## src/rtl/rib_fifo_slave_pkg.sv

```systemverilog
// Shared register-window definitions for the RIB mailbox slave.
package rib_fifo_slave_pkg;

   // Register select decoded from addr_i[3:2].
   typedef enum logic [1:0] {
      REG_DATA   = 2'd0,
      REG_STATUS = 2'd1,
      REG_CTRL   = 2'd2,
      REG_RSVD   = 2'd3
   } reg_sel_e;

   // CTRL bit positions.
   localparam int CTRL_INT_EN_BIT = 0;
   localparam int CTRL_CLEAR_BIT  = 1;

   // STATUS word layout, MSB first.
   typedef struct packed {
      logic [7:0] pad;
      logic [7:0] tx_count;
      logic [7:0] rx_count;
      logic [1:0] rsvd;
      logic       rx_underflow;
      logic       tx_overflow;
      logic       tx_full;
      logic       tx_empty;
      logic       rx_full;
      logic       rx_empty;
   } status_t;

endpackage

```

## src/rtl/rib_fifo_slave_sync_fifo.sv

```systemverilog
// Synchronous FIFO with a combinational head output and a flush input.
// The head reads as zero while empty so stale storage never leaks out.
module rib_fifo_slave_sync_fifo #(
   parameter int WIDTH = 32,
   parameter int DEPTH = 8
) (
   input  logic                     clk,
   input  logic                     rst,
   input  logic                     clr,
   input  logic                     push,
   input  logic                     pop,
   input  logic [WIDTH-1:0]         wdata,
   output logic [WIDTH-1:0]         rdata,
   output logic                     full,
   output logic                     empty,
   output logic [$clog2(DEPTH):0]   count
);
   localparam int AW = $clog2(DEPTH);
   localparam int CW = AW + 1;

   logic [WIDTH-1:0] r_mem [DEPTH];
   logic [AW-1:0]    r_wr_ptr;
   logic [AW-1:0]    r_rd_ptr;
   logic [CW-1:0]    r_count;
   logic             w_push_ok;
   logic             w_pop_ok;

   // Full/empty come from registered state only, so a same-cycle pop
   // never makes room for a push.
   assign full      = (r_count == CW'(DEPTH));
   assign empty     = (r_count == '0);
   assign count     = r_count;
   assign w_push_ok = push && !full;
   assign w_pop_ok  = pop && !empty;
   assign rdata     = empty ? '0 : r_mem[r_rd_ptr];

   // Pointer and occupancy update; reset and flush discard everything.
   always_ff @(posedge clk) begin
      if (rst || clr) begin
         r_wr_ptr <= '0;
         r_rd_ptr <= '0;
         r_count  <= '0;
      end else begin
         if (w_push_ok) r_wr_ptr <= r_wr_ptr + 1'b1;
         if (w_pop_ok)  r_rd_ptr <= r_rd_ptr + 1'b1;
         case ({w_push_ok, w_pop_ok})
            2'b10:   r_count <= r_count + 1'b1;
            2'b01:   r_count <= r_count - 1'b1;
            default: r_count <= r_count;
         endcase
      end
   end

   // Storage write; no reset needed since the pointers define validity.
   always_ff @(posedge clk) begin
      if (w_push_ok && !rst && !clr) r_mem[r_wr_ptr] <= wdata;
   end

endmodule

```

## src/rtl/rib_fifo_slave.sv

```systemverilog
// RIB mailbox slave: register window onto an RX FIFO (external producer,
// core pops) and a TX FIFO (core pushes, external consumer drains).
module rib_fifo_slave
   import rib_fifo_slave_pkg::*;
#(
   parameter int DEPTH = 8
) (
   input  logic        clk,
   input  logic        rst,
   input  logic        req_i,
   input  logic        we_i,
   input  logic [31:0] addr_i,
   input  logic [31:0] data_i,
   output logic [31:0] data_o,
   input  logic        in_valid_i,
   input  logic [31:0] in_data_i,
   output logic        in_ready_o,
   output logic        out_valid_o,
   output logic [31:0] out_data_o,
   input  logic        out_ready_i,
   output logic        int_o
);
   localparam int CW = $clog2(DEPTH) + 1;

   reg_sel_e       w_sel;
   logic           w_rd;
   logic           w_wr;
   logic           w_data_rd;
   logic           w_data_wr;
   logic           w_ctrl_wr;
   logic           w_clear;
   logic           w_rx_push;
   logic           w_rx_pop;
   logic           w_tx_pop;
   logic [31:0]    w_rx_rdata;
   logic [31:0]    w_tx_rdata;
   logic           w_rx_full;
   logic           w_rx_empty;
   logic           w_tx_full;
   logic           w_tx_empty;
   logic [CW-1:0]  w_rx_count;
   logic [CW-1:0]  w_tx_count;
   status_t        w_status;
   logic           r_rx_int_en;
   logic           r_tx_overflow;
   logic           r_rx_underflow;
   logic           w_unused_bits;

   assign w_sel     = reg_sel_e'(addr_i[3:2]);
   assign w_rd      = req_i && !we_i;
   assign w_wr      = req_i && we_i;
   assign w_data_rd = w_rd && (w_sel == REG_DATA);
   assign w_data_wr = w_wr && (w_sel == REG_DATA);
   assign w_ctrl_wr = w_wr && (w_sel == REG_CTRL);
   assign w_clear   = w_ctrl_wr && data_i[CTRL_CLEAR_BIT];
   assign w_rx_push = in_valid_i && !w_rx_full;
   assign w_rx_pop  = w_data_rd && !w_rx_empty;
   assign w_tx_pop  = out_ready_i && !w_tx_empty;

   // Only addr_i[3:2] is decoded; the remaining address bits are don't-care.
   assign w_unused_bits = ^{addr_i[31:4], addr_i[1:0]};

   rib_fifo_slave_sync_fifo #(.WIDTH(32), .DEPTH(DEPTH)) u_rx_fifo (
      .clk   (clk),
      .rst   (rst),
      .clr   (w_clear),
      .push  (w_rx_push),
      .pop   (w_rx_pop),
      .wdata (in_data_i),
      .rdata (w_rx_rdata),
      .full  (w_rx_full),
      .empty (w_rx_empty),
      .count (w_rx_count)
   );

   rib_fifo_slave_sync_fifo #(.WIDTH(32), .DEPTH(DEPTH)) u_tx_fifo (
      .clk   (clk),
      .rst   (rst),
      .clr   (w_clear),
      .push  (w_data_wr),
      .pop   (w_tx_pop),
      .wdata (data_i),
      .rdata (w_tx_rdata),
      .full  (w_tx_full),
      .empty (w_tx_empty),
      .count (w_tx_count)
   );

   // CTRL enable and sticky error flags; a clear beats a same-cycle set.
   always_ff @(posedge clk) begin
      if (rst) begin
         r_rx_int_en    <= 1'b0;
         r_tx_overflow  <= 1'b0;
         r_rx_underflow <= 1'b0;
      end else begin
         if (w_ctrl_wr) r_rx_int_en <= data_i[CTRL_INT_EN_BIT];
         if (w_clear) begin
            r_tx_overflow  <= 1'b0;
            r_rx_underflow <= 1'b0;
         end else begin
            if (w_data_wr && w_tx_full)  r_tx_overflow  <= 1'b1;
            if (w_data_rd && w_rx_empty) r_rx_underflow <= 1'b1;
         end
      end
   end

   // Assemble the STATUS word from live FIFO state and sticky flags.
   always_comb begin
      w_status              = '0;
      w_status.rx_empty     = w_rx_empty;
      w_status.rx_full      = w_rx_full;
      w_status.tx_empty     = w_tx_empty;
      w_status.tx_full      = w_tx_full;
      w_status.tx_overflow  = r_tx_overflow;
      w_status.rx_underflow = r_rx_underflow;
      w_status.rx_count     = 8'(w_rx_count);
      w_status.tx_count     = 8'(w_tx_count);
   end

   // Zero-latency read mux; quiet whenever no read access is in progress.
   always_comb begin
      data_o = '0;
      if (w_rd) begin
         case (w_sel)
            REG_DATA:   data_o = w_rx_rdata;
            REG_STATUS: data_o = w_status;
            REG_CTRL:   data_o = {31'd0, r_rx_int_en};
            default:    data_o = '0;
         endcase
      end
   end

   assign in_ready_o  = !w_rx_full;
   assign out_valid_o = !w_tx_empty;
   assign out_data_o  = w_tx_rdata;
   assign int_o       = r_rx_int_en && !w_rx_empty;

endmodule

```

## config.mk

```make
export PLATFORM = sky130hd
export DESIGN_NAME = rib_fifo_slave
export DESIGN_NICKNAME = d
export VERILOG_FILES = /design/src/rtl/rib_fifo_slave_pkg.sv /design/src/rtl/rib_fifo_slave_sync_fifo.sv /design/src/rtl/rib_fifo_slave.sv
export SDC_FILE = /design/constraint.sdc
export NUM_CORES = 1
export LEC_CHECK = 0
export CAP_MARGIN = 0
export CORE_MARGIN = 5
export CORE_UTILIZATION = 54
export CTS_BUF_LIST = sky130_fd_sc_hd__clkbuf_4 sky130_fd_sc_hd__clkbuf_8
export DETAILED_ROUTE_END_ITERATION = 12
export PLACE_DENSITY = 0.78
export SLEW_MARGIN = 0
export SYNTH_ARGS = -nofsm -noshare
export SYNTH_HDL_FRONTEND = slang
export SYNTH_SLANG_ARGS = --single-unit
```

## constraint.sdc

```tcl
create_clock -name clk -period 4.2 [get_ports clk]
set_input_delay 0.63 -clock clk [delete_from_list [all_inputs] [get_ports clk]]
set_output_delay 0.63 -clock clk [all_outputs]
set_load 0.03 [all_outputs]
```

==> metrics.yaml, run 1 <==
hold_path:
  hold_path_class: "flip-flop to flip-flop"
floorplanning:
  die_w_um: 207
  dieArea_um2: 43000
  ios: 169
  core_um2: 38600
  dieHeight_um: 207
  rows: 72
  initial_core_util: 0.545
critical_path:
  critPathMaxFanout: 28
  crit_arrival_ns: 3.22
  worstPathRequired_ns: 3.57
  path_cells: "buf_4, mux4_2, mux2i_1, nor2_1, a21oi_1, nor2_1, clkdlybuf4s50_1"
  crit_path_end_kind: "primary output"
  crit_top_cell: "nor2_1"
  critPathMaxStageDelay_ns: 0.81
  startpoint_type: "flip-flop"
  slowest_stage: "dfxtp_2"
  crit_type: "flip-flop to primary output"
logic_synthesis:
  synthTopCellsByCount: "edfxtp_1 (512), mux4_2 (128), nor2_1 (106)"
  syn-num-nets: 1126
  synth_area_leaders: "edfxtp_1 (73%), mux4_2 (14%), mux2i_1 (3.3%)"
  syn_inst: 1015
  synth_compound_area_frac: 0.00958
  synth_edf_count: 512
  yosysWarnings: 0
  syn_area_um2: 21000
  netlist-cell-type-count: 45
  synth_flop_cell: "edfxtp_1"
  synthAdderAreaFrac: 0.00536
  ys_seq_elements: 541
  syn_area_per_cell_um2: 20.7
  synth_most_common_cell: "edfxtp_1"
  synth_xor_area_frac: 0.00583
  ys_seq_area_frac: 0.759
  synth.mux.area_fraction: 0.170
  synth_top_cell_area_share: 0.731
  yosysTopAreaCell: "edfxtp_1"
  synth-simple-area-share: 0.0371
  synth-async-reset-ratio: 0
  synth_top_family_by_area: "multiplexers"
clock_tree:
  path_clk_slew_ns: 0.06
  cts_setup_buffers: 0
  cts_sinks: 541
  hold_buffers: 0
  cts_made_buffers: 83
  insertion_delay_ns: 0.62
  root_buffer: "clkbuf_8"
  post_cts_resized: 0
  htreeDepth: 3
  cts_buffer_depth: 3
  cts_tree: "yes"
routing:
  drt_iter0_drc: 654
  drc_errors: 0
  routed_wl_um: 40800
  first_pass_iters: 4
  antenna_left: 0
  viasPerCell: 5.67
  vias: 10300
  wl_per_cell_um: 22.5
global_routing:
  grt.total_usage: 0.188
  grt_max_degree: 51
  grt-ovfl-total: 0
  first_global_vias: 10900
  antenna_found_initial: 3
  grt_pass1_wl_um: 62600
final_layout:
  fin_util: 0.648
  finalInstanceArea_um2: 25000
  area_growth_pct: 18.8
  drive_gt1_frac: 0.258
  nets: 1333
  stdcell_count: 1810
sta:
  worst_slack_ns: 0.348
  max_freq_mhz: 260
  whs_ns: 0.486
  rsz0062_at_grt: "no"
  fin_crit_sh: 0.917
  clock_skew_ns: 0.0283
  slew_violations: 0
  finalHoldViolCount: 0
  finalCriticalPeriod_ns: 3.85
  slew_headroom: 0.426
  setup_viol: 0
  tightest_slew_ns: 0.862
  fin_tns_setup_ns: 0
placed_design:
  placed_area_um2: 23300
  place_congestion: 0.786
  place_inst: 1654
  place_hpwl_um: 23300
  post-place-ws_ns: 0.534
  port_buffers: 138
power:
  fin_total_pwr_mw: 11.0
  p_per_area_nw_per_um2: 442
  total_leakage_power_nw: 7.75
  irDropWorstVdd_uv: 332
flow_run:
  cap_violations: 0
status:
  status: "finished clean"
-- where the power goes --
group          internal [mW]  switching [mW]
clock network           2.35            1.94
logic                  0.341           0.409
registers               5.95          0.0434
total                   8.64            2.39
-- placed cells by master (no fill, tap or decap), types with 9 or more instances in the layout --
cell,netlist,layout
nor2_1,106,94
clkdlybuf4s50_1,0,138
xor2_1,11,11
edfxtp_1,512,512
clkbuf_8,0,89
clkinv_2,0,15
clkbuf_4,0,29
mux4_2,128,128
dfxtp_1,29,23
ha_1,9,9
mux2i_1,70,70
buf_4,9,27
buf_12,0,10
a21oi_1,21,21
nand2_1,14,14
clkinv_1,0,15
-- critical path: cells and delay by family (launching register included) --
family,cells,cell delay [ns]
and+or+nand+nor,2,0.14
buffers and inverters,2,0.90
muxes,2,0.57
DFF,1,0.81
AOI/OAI and AO/OA,1,0.18
-- final cells by class --
class                           instances  area (um^2)
Multi-Input combinational cell        417         4890
Antenna cell                            1         2.50
Tap cell                              518          648
Inverter                                4         15.0
Timing Repair Buffer                  175         1780
Clock inverter                         36          226
Sequential cell                       541        16000
Clock buffer                          118         1440
Fill cell                            2626        13600
-- registers in the layout (all words and copies together), names as in the netlist, named ones only --
register            cells
r_rx_underflow          1
r_tx_overflow           1
u_rx_fifo.r_mem       256
u_rx_fifo.r_rd_ptr      3
r_rx_int_en             1
u_rx_fifo.count         4
u_rx_fifo.r_wr_ptr      3
u_tx_fifo.r_mem       256
u_tx_fifo.r_wr_ptr      3
u_tx_fifo.count         4
u_tx_fifo.r_rd_ptr      3
-- per-layer routing --
metal  routed length, um  part of all wire  track usage  up-vias
li1                    -                 -            -     4556
met2               21100              0.52        0.320      318
met1               16000              0.39        0.239     5308
met4                 993             0.024       0.0670        4
met3                2670             0.065       0.0479       68
met5                  21           0.00052            0        -
-- cells by family after synthesis --
logic type	Yosys count
buffers and inverters	57
flip-flops	541
AND/OR/NAND/NOR	161
XOR/XNOR	14
AO/OA/AOI/OAI	35
multiplexers	198
adder cells (fa/ha/maj)	9
-- path summary, 6_finish.rpt --
path,start,to,slack [ns],cells past startpoint
worst min-delay path,r_rx_underflow$_SDFFE_PP0P_,r_rx_underflow$_SDFFE_PP0P_,0.49,2
worst max register to register,u_rx_fifo.count[1]$_SDFFE_PP0P_,u_rx_fifo.count[3]$_SDFFE_PP0P_,1.49,9
worst max-delay path,flip-flop,data_o[19],0.35,7
worst min register to register,r_rx_underflow$_SDFFE_PP0P_,r_rx_underflow$_SDFFE_PP0P_,0.49,2
Note: power is estimated with default switching activity, not from simulation.
==> inputs of run 2 (changes only) <==
--- a/config.mk
+++ b/config.mk
@@ -5,7 +5,6 @@
 export SDC_FILE = /design/constraint.sdc
 export NUM_CORES = 1
 export LEC_CHECK = 0
-export CAP_MARGIN = 0
 export CORE_MARGIN = 5
 export CORE_UTILIZATION = 54
 export CTS_BUF_LIST = sky130_fd_sc_hd__clkbuf_4 sky130_fd_sc_hd__clkbuf_8
==> results of run 2 <==
Same layout as run 1: the final DEF is identical, and so are final timing and power.
==> inputs of run 3 (changes only) <==
--- a/config.mk
+++ b/config.mk
@@ -8,6 +8,7 @@
 export CORE_MARGIN = 5
 export CORE_UTILIZATION = 54
 export CTS_BUF_LIST = sky130_fd_sc_hd__clkbuf_4 sky130_fd_sc_hd__clkbuf_8
+export CTS_CLUSTER_DIAMETER = 80
 export DETAILED_ROUTE_END_ITERATION = 12
 export PLACE_DENSITY = 0.78
 export SLEW_MARGIN = 0
==> results of run 3 <==
Same layout as run 1: the final DEF is identical, and so are final timing and power.
